$ cat config.mk
export PLATFORM = sky130hd
export DESIGN_NAME = vend_dispenser
export DESIGN_NICKNAME = d
export VERILOG_FILES = /design/src/rtl/vend_dispenser.sv
export SDC_FILE = /design/constraint.sdc
export NUM_CORES = 1
export LEC_CHECK = 0
export CAP_MARGIN = 20
export CELL_PAD_IN_SITES_DETAIL_PLACEMENT = 0
export CELL_PAD_IN_SITES_GLOBAL_PLACEMENT = 2
export CORE_MARGIN = 5
export CORE_UTILIZATION = 29
export DETAILED_ROUTE_END_ITERATION = 6
export PLACE_DENSITY = 0.85
export SYNTH_ARGS = -nofsm -noshare
export SYNTH_HDL_FRONTEND = slang
export SYNTH_SLANG_ARGS = --single-unit
$ cat constraint.sdc
create_clock -name clk -period 3.5 [get_ports clk]
set_clock_uncertainty 0.2 [all_clocks]
set_input_delay 0.7 -clock clk [delete_from_list [all_inputs] [get_ports clk]]
set_output_delay 0.7 -clock clk [all_outputs]
set_load 0.05 [all_outputs]
$ cat src/rtl/vend_dispenser.sv
// Product dispenser stage: queues vend requests, runs the motor until a drop is
// sensed, tracks inventory, refunds when sold out and latches a jam on motor timeout.
module vend_dispenser #(
   parameter int INV_W    = 8,
   parameter int INV_INIT = 10,
   parameter int PEND_W   = 3,
   parameter int TIMEOUT  = 16,
   parameter int SETTLE   = 4
) (
   input  logic              clk,
   input  logic              reset,
   input  logic              vend,
   input  logic              drop_sensor,
   input  logic              restock,
   input  logic [INV_W-1:0]  restock_val,
   input  logic              clear_jam,
   output logic              motor_on,
   output logic              dispensed,
   output logic              refund,
   output logic              overflow,
   output logic              sold_out,
   output logic              jam,
   output logic              busy,
   output logic [INV_W-1:0]  inventory,
   output logic [PEND_W-1:0] pending,
   output logic [1:0]        dbg_state
);

   localparam int TMR_W = $clog2((TIMEOUT > SETTLE ? TIMEOUT : SETTLE) + 1);
   localparam logic [PEND_W-1:0] PEND_MAX = '1;

   typedef enum logic [1:0] {S_IDLE, S_RUN, S_SETTLE, S_JAM} state_t;

   state_t             state_q, state_d;
   logic [INV_W-1:0]   inv_q, inv_d;
   logic [PEND_W-1:0]  pend_q, pend_d;
   logic [TMR_W-1:0]   timer_q, timer_d;
   logic               consume;
   logic               dispensed_q, dispensed_d;
   logic               refund_q, refund_d;
   logic               overflow_q, overflow_d;
   logic               motor_q, jam_q, busy_q, sold_out_q;

   always_comb begin
      state_d     = state_q;
      inv_d       = inv_q;
      timer_d     = timer_q;
      consume     = 1'b0;
      dispensed_d = 1'b0;
      refund_d    = 1'b0;
      case (state_q)
         S_IDLE: begin
            // A restock owns the cycle; the new stock is evaluated next cycle.
            if (restock) begin
               inv_d = restock_val;
            end else if (pend_q != '0) begin
               if (inv_q != '0) begin
                  state_d = S_RUN;
                  timer_d = '0;
               end else begin
                  consume  = 1'b1;
                  refund_d = 1'b1;
               end
            end
         end
         S_RUN: begin
            if (drop_sensor) begin
               state_d     = S_SETTLE;
               inv_d       = inv_q - 1'b1;
               consume     = 1'b1;
               dispensed_d = 1'b1;
               timer_d     = '0;
            end else if (timer_q == TMR_W'(TIMEOUT - 1)) begin
               state_d = S_JAM;
               timer_d = '0;
            end else begin
               timer_d = timer_q + 1'b1;
            end
         end
         S_SETTLE: begin
            if (timer_q == TMR_W'(SETTLE - 1)) begin
               state_d = S_IDLE;
               timer_d = '0;
            end else begin
               timer_d = timer_q + 1'b1;
            end
         end
         S_JAM: begin
            if (clear_jam) state_d = S_IDLE;
         end
         default: state_d = S_IDLE;
      endcase
   end

   // A new request and a consumed one in the same cycle cancel out.
   always_comb begin
      pend_d     = pend_q;
      overflow_d = 1'b0;
      if (vend && !consume) begin
         if (pend_q == PEND_MAX) overflow_d = 1'b1;
         else                    pend_d     = pend_q + 1'b1;
      end else if (!vend && consume) begin
         pend_d = pend_q - 1'b1;
      end
   end

   always_ff @(posedge clk) begin
      if (reset) begin
         state_q     <= S_IDLE;
         inv_q       <= INV_W'(INV_INIT);
         pend_q      <= '0;
         timer_q     <= '0;
         dispensed_q <= 1'b0;
         refund_q    <= 1'b0;
         overflow_q  <= 1'b0;
         motor_q     <= 1'b0;
         jam_q       <= 1'b0;
         busy_q      <= 1'b0;
         sold_out_q  <= (INV_INIT == 0);
      end else begin
         state_q     <= state_d;
         inv_q       <= inv_d;
         pend_q      <= pend_d;
         timer_q     <= timer_d;
         dispensed_q <= dispensed_d;
         refund_q    <= refund_d;
         overflow_q  <= overflow_d;
         motor_q     <= (state_d == S_RUN);
         jam_q       <= (state_d == S_JAM);
         busy_q      <= (state_d != S_IDLE);
         sold_out_q  <= (inv_d == '0);
      end
   end

   assign motor_on  = motor_q;
   assign dispensed = dispensed_q;
   assign refund    = refund_q;
   assign overflow  = overflow_q;
   assign sold_out  = sold_out_q;
   assign jam       = jam_q;
   assign busy      = busy_q;
   assign inventory = inv_q;
   assign pending   = pend_q;
   assign dbg_state = state_q;

endmodule

---- Yosys cells after proc, flatten, opt, wreduce, memory -nomap -nowiden ----
Cells that the tools add are included.
word-level totals
  flip-flop bits (word level) ............. 25
  input bits .............................. 14
  output and inout bits ................... 20
  logic and storage cells ................. 73
operators by class
  $add $sub $neg .......................... 4
  equal/unequal tests ..................... 12
  mux-type cells .......................... 27
  bitwise gates (word level) .............. 3
  reduce and logical (&&, ||, !) cells .... 16
operators by type and width
  operator             count
  $mux 5               6
  $mux 8               2
  $pmux 8 s2           1
  $pmux 5 s3           1
  $mux 2               7
  $mux 3               3
  $logic_not 8->1      1
  $ne 2x2->1 const B   4
  $pmux 2 s4           1
  $reduce_bool 8->1    1
  $sub 8x1->8 const B  1
  $eq 2x2->1 const B   3
  $reduce_bool 3->1    2
  $reduce_or 2->1      3
  $add 5x1->5 const B  1
  $eq 5x2->1 const B   1
  $eq 5x4->1 const B   1
  $mux 1               5
  $eq 2x1->1 const B   2
  $reduce_and 4->1     1
  $reduce_bool 2->1    2
  $add 3x1->3 const B  1
  $eq 3x3->1 const B   1
  $not 1->1            3
  other kinds (6)      8

---- Longest topological paths before layout ----
  word-level depth ........................ 9
  depth in mapped cells ................... 10
  mapped depth without buffers ............ 9

---- Worst setup path after synthesis ----
OpenSTA, ideal clock, no wires.
  kind .................................... reg2reg
  start point ............................. register state_q[1] (netlist: dbg_state[1])
  end point ............................... register pend_q[2] (netlist: pending[2])
  library setup time ...................... 78 ps
  arrival ................................. 2,797 ps
  data required time ...................... 3,222 ps
  setup slack ............................. 425 ps
  cell stages (with the launch flop) ...... 11
  cell sequence ........................... dfxtp_1 inv_1 ha_1 clkbuf_8 and2_2 a41oi_2 nand2_1 fa_1 or3_1 and3b_1 nor3_1
on the way
  word-level cells in the longest chain between the ends .. 6
  elaborated cells between the ends (all ways) .. 10
  classes of those cells .................. eq/ne: 2; mux: 2; reduce/logical: 6
ends and longest elaborated chain
  element                                                           line  RTL
  start: declaration                                                34    state_t state_q, state_d;
  start signal: assignment                                          121   state_q <= state_d;
  $eq 2x1->1 / $logic_not 2->1 (equally long branches)              51    case (state_q)
  $pmux 1 s2 (*)                                                    51
  $logic_not 1->1                                                   99    if (vend && !consume) begin
  $logic_and 1x1->1                                                 99
  $ne 2x2->1 (no line) / $reduce_bool 2->1 (equally long branches)  --
  $reduce_and 2->1 (no line)                                        --
  end signal: assignment                                            123   pend_q <= pend_d;
  end: declaration                                                  36    logic [PEND_W-1:0] pend_q, pend_d;
Every way passes the cells marked *; elsewhere a longest branch is shown, timed or not.
A chain may end at the register's enable or synchronous reset.

---- Final worst setup path ----
  start point ............................. input port restock
  end point ............................... register pend_q[2] (netlist: pending[2])
on the way
  word-level cells in the longest chain between the ends .. 6
  elaborated cells between the ends (all ways) .. 9
  classes of those cells .................. eq/ne: 1; mux: 3; reduce/logical: 5
ends and longest elaborated chain
  element                                                           line  RTL
  start: declaration                                                14    input logic restock,
  $mux 1 (*)                                                        54    if (restock) begin
  $pmux 1 s2 (*)                                                    51
  $logic_not 1->1                                                   99
  $logic_and 1x1->1                                                 99
  $ne 2x2->1 (no line) / $reduce_bool 2->1 (equally long branches)  --
  $reduce_and 2->1 (no line)                                        --
Marks and branches as above.

==> flow_metrics.py <==
metrics = {
    "power": {
        "power.density_nw_per_um2": 692,
        "intPower_uw": 703,
        "ir_drop_uv": 222,
        "p_sw_uw": 619,
        "power.total_mw": 1.32,
        "p_leak_nw": 0.749,
        "pwr-share-comb_pct": 55.4,
        "p_seq_share_pct": 31.4,
        "swShare_pct": 46.8,
        "clkPwrFrac_pct": 13.3,
    },
    "floorplanning": {
        "ios": 34,
        "die_x_um": 81.1,
        "rows": 25,
        "start_util_pct": 30.5,
        "coreArea_sq_um": 4820,
        "fp.dieArea_sq_um": 6580,
        "die_h_um": 81.1,
    },
    "worst_hold_path": {
        "min_from": "timer_q[1]",
        "hold_end": "timer_q[1]",
        "holdPathStages": 2,
        "hold_path.class": "flop to flop",
    },
    "yosys": {
        "syn_inst": 161,
        "synth_most_common_cell": "dfxtp_1",
        "syn_area_sq_um": 1470,
        "syn-num-nets": 186,
        "ys_async_sr_fraction_pct": 0,
        "synth_top_cell_area_share_pct": 34.1,
        "ys_ff_latch": 25,
        "yosysWarnings": 0,
        "synth_edf_count": 0,
        "yosysTopAreaCell": "dfxtp_1",
        "synth.avg_cell_area_sq_um": 9.12,
        "synth_cell_types": 50,
        "synth_ff_type": "dfxtp_1",
        "ys_seq_area_share_pct": 34.1,
        "yosys-top-cells-area": "dfxtp_1 (34%), ha_1 (8.5%), nor2_1 (3.8%)",
        "yosys-top-cells-count": "dfxtp_1 (25), nor2_1 (15), nand2_1 (12)",
    },
    "critical_path": {
        "endpoint_kind": "flop",
        "startpoint_type": "primary input",
        "r2r_cells": 9,
        "arrival_ns": 3.06,
        "required_ns": 3.49,
        "cp-startpoint": "restock",
        "regToRegSetupSlack_ns": 0.50,
        "regToRegStartpoint": "dbg_state[1]",
        "crit_type": "primary input to flop",
        "worstPathMaxFanout": 5,
        "r2r_end": "pending[2]",
    },
    "grt": {
        "grtUsageTotal_pct": 11.3,
        "grt_pass1_vias": 1260,
        "grt_max_degree": 20,
        "grt_antenna_before_repair": 0,
        "grt_overflow_total": 0,
        "grt_pass1_wl_um": 5930,
    },
    "clock_network": {
        "clkLatencyLatePin_ns": 0.27,
        "cts.repair.resized": 0,
        "cts-root-buf": "clkbuf_8",
        "cts_setup_buffers": 0,
        "htreeDepth": 1,
        "clock-sinks": 25,
        "clk_pin_slew_ns": 0.09,
        "clockBufferDepth": 2,
        "cts_tree": "done",
        "cts.hold.buffers_added": 0,
        "cts_made_buffers": 3,
    },
    "sta": {
        "worst_slew_pin_slew_ns": 0.623,
        "setup_ws_ns": 0.436,
        "max_freq_mhz": 326,
        "drv_slew": 0,
        "period_minus_slack_ns": 3.06,
        "rsz0062_at_grt": "false",
        "tns_ns": 0,
        "relSlewSlack_pct": 57.9,
        "hold_slack_ns": 0.283,
        "setup_viol": 0,
        "post-route-period-util_pct": 87.5,
        "finalHoldViolCount": 0,
    },
    "final_layout": {
        "area_growth_pct": 30.3,
        "num-nets-final": 222,
        "fillCellCount": 505,
        "post-route-cell-area_sq_um": 1910,
        "fin_cells": 263,
        "fin_util_pct": 39.7,
        "antenna_cells": 0,
        "drive_gt1_share_pct": 10.2,
    },
    "detailed_routing": {
        "drtIter0Drc": 74,
        "first_pass_iters": 4,
        "routed_wl_um": 3560,
        "vias": 1294,
        "wl_per_cell_um": 13.5,
        "drc": 0,
        "ant_nets": 0,
        "vias_per_cell": 4.92,
    },
    "place": {
        "hpwlAfterDp_um": 2810,
        "pre_cts_slack_ns": 0.156,
        "gp_congestion": 0.832,
        "dp.cells": 259,
        "dpl_cell_area_sq_um": 1870,
        "place.port_buffers": 33,
    },
    "flow_run": {
        "cap_violations": 0,
    },
    "outcome": {
        "outcome": "completed",
    },
}
==> cells in the final DEF, fill, tap and decap left out, drive strengths merged, types with 5 or more instances in the layout <==
cell,n
xnor2,6
dfxtp,25
nand3,5
nand2,12
a21oi,6
clkdlybuf4s50,33
ha,10
o21ai,7
nor2,15
inv,9
==> flip-flops by register name, summed over array words and instances, names as in the netlist <==
signal,count
inventory,8
timer_q,5
pending,3
dbg_state,2
busy,1
dispensed,1
jam,1
motor_on,1
overflow,1
refund,1
sold_out,1
==> logic make-up (layout without fill, tap and decap cells) <==
group,count (synthesis),count (layout),share of synthesized area [%]
XOR/XNOR,8,8,4.77
adder cells (fa/ha/maj),11,11,9.89
multiplexers,4,4,2.81
buffers and inverters,14,49,4.94
flip-flops,25,25,34.1
AO/OA/AOI/OAI,35,35,18.2
AND/OR/NAND/NOR,64,64,25.3
==> layer usage <==
layer	GRT usage, %	part of all wire (%)	vias up
li1	-	-	651
met1	14.4	47	620
met2	19.4	48	21
met3	2.44	4.6	2
met4	2.53	0.39	0
met5	0	0	-
==> worst max-delay path: stages <==
cell             delay [ns]
clkdlybuf4s50_1        0.54
and2b_2                0.25
a41oi_2                0.28
nand2_1                0.14
fa_1                   0.40
or3_1                  0.37
and3b_1                0.19
nor3_1                 0.17
==> worst max-delay path by stage <==
stage / end / cells past startpoint / slack, ns
final: pending[2] / 8 / 0.44
after global routing: pending[2] / 9 / 0.32
after CTS: pending[2] / 8 / 0.43
after detailed placement: pending[2] / 8 / 0.16
after global placement: pending[2] / 8 / 0.30
after floorplan: pending[2] / 10 / 0.43
==> power groups by stage <==
stage | clock network, mW | registers, mW | logic (mW)
finish | 0.175 | 0.415 | 0.733
global route | 0.192 | 0.427 | 0.798
CTS | 0.180 | 0.416 | 0.740
detailed placement | 0 | 0.423 | 0.734
global placement | 0 | 0.421 | 0.731
floorplan | 0 | 0.598 | 0.348
==> final cells by class <==
cell class / instances / area (sq um) / area share [%]
Clock buffer: 3 / 41.3 / 2.16
Inverter: 9 / 33.8 / 1.77
Sequential cell: 25 / 500 / 26.2
Multi-Input combinational cell: 122 / 895 / 46.8
Tap cell: 67 / 83.8 / 4.38
Clock inverter: 1 / 5.00 / 0.262
Timing Repair Buffer: 36 / 353 / 18.5
(Power assumes the default switching activity.)
==> edit 1 (same flow settings) <==
Add an input register stage for `vend`, `drop_sensor`, `restock`, `restock_val` and `clear_jam`, without a reset; this delays them by one clock. Comments in the files are not updated.
--- a/src/rtl/vend_dispenser.sv
+++ b/src/rtl/vend_dispenser.sv
@@ -33,2 +33,16 @@
 
+   logic vend_q;
+   logic drop_sensor_q;
+   logic restock_q;
+   logic [INV_W-1:0] restock_val_q;
+   logic clear_jam_q;
+
+   always_ff @(posedge clk) begin
+      vend_q        <= vend;
+      drop_sensor_q <= drop_sensor;
+      restock_q     <= restock;
+      restock_val_q <= restock_val;
+      clear_jam_q   <= clear_jam;
+   end
+
    state_t             state_q, state_d;
@@ -53,4 +67,4 @@
             // A restock owns the cycle; the new stock is evaluated next cycle.
-            if (restock) begin
-               inv_d = restock_val;
+            if (restock_q) begin
+               inv_d = restock_val_q;
             end else if (pend_q != '0) begin
@@ -66,3 +80,3 @@
          S_RUN: begin
-            if (drop_sensor) begin
+            if (drop_sensor_q) begin
                state_d     = S_SETTLE;
@@ -88,3 +102,3 @@
          S_JAM: begin
-            if (clear_jam) state_d = S_IDLE;
+            if (clear_jam_q) state_d = S_IDLE;
          end
@@ -98,6 +112,6 @@
       overflow_d = 1'b0;
-      if (vend && !consume) begin
+      if (vend_q && !consume) begin
          if (pend_q == PEND_MAX) overflow_d = 1'b1;
          else                    pend_d     = pend_q + 1'b1;
-      end else if (!vend && consume) begin
+      end else if (!vend_q && consume) begin
          pend_d = pend_q - 1'b1;
Behaviour: not the same (Yosys sat finds a counterexample within 4 cycles, from zero or initial values and one cycle with reset high).
==> edit 1 against the original RTL <==
Wire length up 3.0%; die area up 9.0%; critical path type is now register to register; utilization down 0.71 points; sequential cell count up 12; largest cell class unchanged; critical endpoint unchanged; cell area up 12%; setup slack better by 0.44 ns; area after synthesis up 10%; total power down 8.3%.
==> edit 1: results (changes against the original RTL) <==
.. list-table::
   :header-rows: 1

   * - Metric
     - Value
   * - Longest individual stage delay on the worst path
     - 0.41 ns (was 0.54 ns)
   * - Area occupied by multi-input gates
     - 818 µm² (was 895 µm²)
   * - # fillers
     - 584 (was 505)
   * - Critical path startpoint
     - dbg_state[1] (was restock)
   * - Sequential fraction of the synthesis area
     - 45.7% (was 34.1%)
   * - Clock input transition at the sequential cells of the worst setup and hold paths
     - 0.07 ns (was 0.09 ns)
   * - Result of the run
     - complete, no violations (unchanged)
   * - Leakage component of the power
     - 0.846 nW (was 0.749 nW)
   * - Total routing usage reported by global routing
     - 10.7% (was 11.3%)
   * - Final layout net count
     - 231 (was 222)
   * - Unique cell type count in the Yosys netlist
     - 42 (was 50)
   * - Critical Path Slowest Stage Cell
     - sky130_fd_sc_hd__dfxtp_1 (was sky130_fd_sc_hd__clkdlybuf4s50_1)
   * - Mean routed wirelength per cell
     - 13.1 µm (was 13.5 µm)
   * - Worst slew margin relative to its limit
     - 51.7% (was 57.9%)
   * - Initial DRC Count
     - 20 (was 74)
   * - Latest clock arrival within the worst-skew pair
     - 0.29 ns (was 0.27 ns)
   * - Standard cell area after detailed placement
     - 2030 µm² (was 1870 µm²)
   * - Fraction of final layout cells sized beyond drive strength 1
     - 6.73% (was 10.2%)
   * - Number of buffers inserted during clock tree synthesis
     - 5 (was 3)
   * - First-pass GRT wire length
     - 6170 µm (was 5930 µm)
   * - Per-cell via count in the routed design
     - 4.71 (was 4.92)
   * - Worst-path fanout max
     - 10 (was 5)
   * - Via count of the first global-routing pass
     - 1287 (was 1260)
   * - H-tree levels
     - 2 (was 1)
   * - Worst supply voltage drop on vdd
     - 195 µV (was 222 µV)
   * - Pre-antenna DRT Iters
     - 5 (was 4)
   * - Global placer's final weighted congestion
     - 0.765 (was 0.832)
   * - Top cells by count, synth
     - sky130_fd_sc_hd__dfxtp_1, sky130_fd_sc_hd__nor2_1, sky130_fd_sc_hd__inv_1, sky130_fd_sc_hd__nand2_1, sky130_fd_sc_hd__ha_1 (was sky130_fd_sc_hd__dfxtp_1, sky130_fd_sc_hd__nor2_1, sky130_fd_sc_hd__nand2_1, sky130_fd_sc_hd__ha_1, sky130_fd_sc_hd__inv_1)
   * - Antenna fix cells
     - 0 (unchanged)
   * - Synthesized net count
     - 194 (was 186)
   * - Top cells by area in the synthesized netlist
     - sky130_fd_sc_hd__dfxtp_1, sky130_fd_sc_hd__ha_1, sky130_fd_sc_hd__nor2_1 (unchanged)
==> edit 1: per-stage QoR <==
stage	cells	setup slack (ns)
after floorplan	170	0.647
after global placement	272	0.936
after detailed placement	272	0.874
after CTS	280	0.863
after global routing	280	0.592
final	280	0.879
==> edit 1: where the power goes <==
part	leakage, nW	internal (mW)	switching (mW)
combinational	0.486	0.149	0.234
clock	0.0542	0.178	0.153
sequential	0.306	0.458	0.0407
total	0.846	0.785	0.427
==> edit 1: worst paths after layout <==
kind	slack (ns)	cells after the start	to
setup / recovery	0.88	10	pending[2]
hold / removal	0.27	2	timer_q[1]
setup reg to reg	0.88	10	pending[2]
hold reg to reg	0.27	2	timer_q[1]
==> edit 1: worst register-to-register path, delay by kind of cell (launching register included) <==
kind                       cells  cell delay (ns)
buffers and inverters          1             0.11
and+or+nand+nor                4             0.50
adders and majority gates      2             0.70
DFF                            1             0.41
muxes                          1             0.16
AOI/OAI and AO/OA              1             0.26
xor gates and xnor gates       1             0.16
==> edit 1: area by class of cell <==
cell class              instances  area share [%]
inverters                      12            2.11
clock inverters                 1           0.235
multi-input cells             117            38.4
flip-flops and latches         37            34.7
well taps                      72            4.22
clock buffers                   7            4.52
repair buffers                 34            15.8
==> edit 1: kinds of logic after synthesis <==
| group | synth area share, % |
|---|---|
| DFF | 45.7 |
| and+or+nand+nor | 19.2 |
| adders and majority gates | 8.19 |
| muxes | 2.70 |
| AOI/OAI and AO/OA | 15.5 |
| xor gates and xnor gates | 4.87 |
| buffers and inverters | 3.71 |
==> edit 1: layer usage <==
layer	up-vias	routed length, µm	global-route usage (%)
met1	615	1650	13.1
met2	22	1810	17.4
li1	673	-	-
met4	0	73	4.17
met3	9	135	3.63
met5	-	0	0
==> edit 2 (same flow settings) <==
Made on the original files. `PEND_W`: 3 -> 5.
--- a/src/rtl/vend_dispenser.sv
+++ b/src/rtl/vend_dispenser.sv
@@ -5,3 +5,3 @@
    parameter int INV_INIT = 10,
-   parameter int PEND_W   = 3,
+   parameter int PEND_W   = 5,
    parameter int TIMEOUT  = 16,
Interface: changed (resized pending); port bits go from 34 to 36. The function was not compared with the original's and may differ.
==> edit 2 against the original RTL <==
Cell area increased by 15%; die area increased by 13%; wire length increased by 25%; setup slack got worse by 0.18 ns; total power decreased by 0.84%; combinational power decreased by 2%; area after synthesis increased by 15%; sequential cell count increased by 2; critical endpoint is now pending[4].
==> edit 2: results (changes against the original RTL) <==
.. list-table::
   :header-rows: 1

   * - Metric
     - Value
   * - Number of clock buffers in the layout
     - 4 (was 3)
   * - Worst slew margin relative to its limit
     - 65.8% (was 57.9%)
   * - Unique cell type count in the Yosys netlist
     - 44 (was 50)
   * - Startpoint of the worst-slack reg-to-reg timing path
     - inventory[0] (was dbg_state[1])
   * - Worst-path fanout max
     - 6 (was 5)
   * - Non-clock buffers, area share
     - 18.6% (was 18.5%)
   * - Fraction of final layout cells sized beyond drive strength 1
     - 9.70% (was 10.2%)
   * - Hold Slack
     - 0.277 ns (was 0.283 ns)
   * - I/O Buffers
     - 35 (was 33)
   * - Top cells by count, synth
     - sky130_fd_sc_hd__dfxtp_1, sky130_fd_sc_hd__nand2_1, sky130_fd_sc_hd__nor2_1 (was sky130_fd_sc_hd__dfxtp_1, sky130_fd_sc_hd__nor2_1, sky130_fd_sc_hd__nand2_1, sky130_fd_sc_hd__ha_1, sky130_fd_sc_hd__inv_1)
   * - Standard cell area after detailed placement
     - 2160 µm² (was 1870 µm²)
   * - Sequential fraction of the synthesis area
     - 32.1% (was 34.1%)
   * - Worst supply voltage drop on vdd
     - 206 µV (was 222 µV)
   * - Mean routed wirelength per cell
     - 14.4 µm (was 13.5 µm)
   * - Synth Area in Compound Gates
     - 17.3% (was 18.2%)
   * - Clk sink count
     - 27 (was 25)
   * - Initial DRC Count
     - 81 (was 74)
   * - Non-clock inverter total of the final layout
     - 13 (was 9)
   * - Seq. cell area
     - 541 µm² (was 500 µm²)
   * - WP data arrival
     - 3.21 ns (was 3.06 ns)
   * - Worst reg2reg setup slack
     - 0.26 ns (was 0.50 ns)
   * - Per-cell via count in the routed design
     - 4.88 (was 4.92)
   * - Kind of critical path
     - register to register (was input pin to register)
   * - Result of the run
     - complete, no violations (unchanged)
   * - Top cells by area in the synthesized netlist
     - sky130_fd_sc_hd__dfxtp_1, sky130_fd_sc_hd__ha_1, sky130_fd_sc_hd__nand2_1 (was sky130_fd_sc_hd__dfxtp_1, sky130_fd_sc_hd__ha_1, sky130_fd_sc_hd__nor2_1)
==> edit 2: cell types whose count changed in the layout (fill, tap and decap cells not counted), sizes merged, moves of 3 or more <==
cell,unedited run,this run
a21oi,6,13
nand2,12,19
mux2,1,7
buf,3,8
a222oi,4,0
inv,9,13
nand2b,1,5
ha,10,13
or3,4,1
==> edit 2: critical path: stages (launching register included) <==
cell and delay, ns:
sky130_fd_sc_hd__dfxtp_1 0.36, sky130_fd_sc_hd__inv_1 0.09, sky130_fd_sc_hd__ha_1 0.18, sky130_fd_sc_hd__or3b_2 0.47, sky130_fd_sc_hd__a211o_1 0.28, sky130_fd_sc_hd__o21ai_4 0.19, sky130_fd_sc_hd__inv_1 0.06, sky130_fd_sc_hd__nand2_1 0.16
sky130_fd_sc_hd__ha_1 0.29, sky130_fd_sc_hd__a21oi_1 0.15, sky130_fd_sc_hd__nand2_1 0.08, sky130_fd_sc_hd__and3_1 0.16, sky130_fd_sc_hd__mux2i_1 0.14, sky130_fd_sc_hd__mux2_1 0.33
==> edit 2: kinds of logic after synthesis <==
logic type	count (synthesis)
flip-flops	27
adder cells (fa/ha/maj)	14
AND/OR/NAND/NOR	74
buffers and inverters	20
XOR/XNOR	8
multiplexers	12
AO/OA/AOI/OAI	42
==> edit 2: power by group <==
group	internal (mW)	switching, mW	leakage [nW]
clock network	0.0818	0.104	0.0228
registers	0.357	0.0537	0.221
logic	0.280	0.435	0.654
total	0.719	0.593	0.898
==> edit 2: metal layers <==
layer	global-route usage [%]	vias to the layer above	part of all wire, %
met5	0	-	0
met4	5.10	0	1.9
met3	2.85	9	6.9
met2	19.5	49	43
met1	16.2	677	48
li1	-	772	-
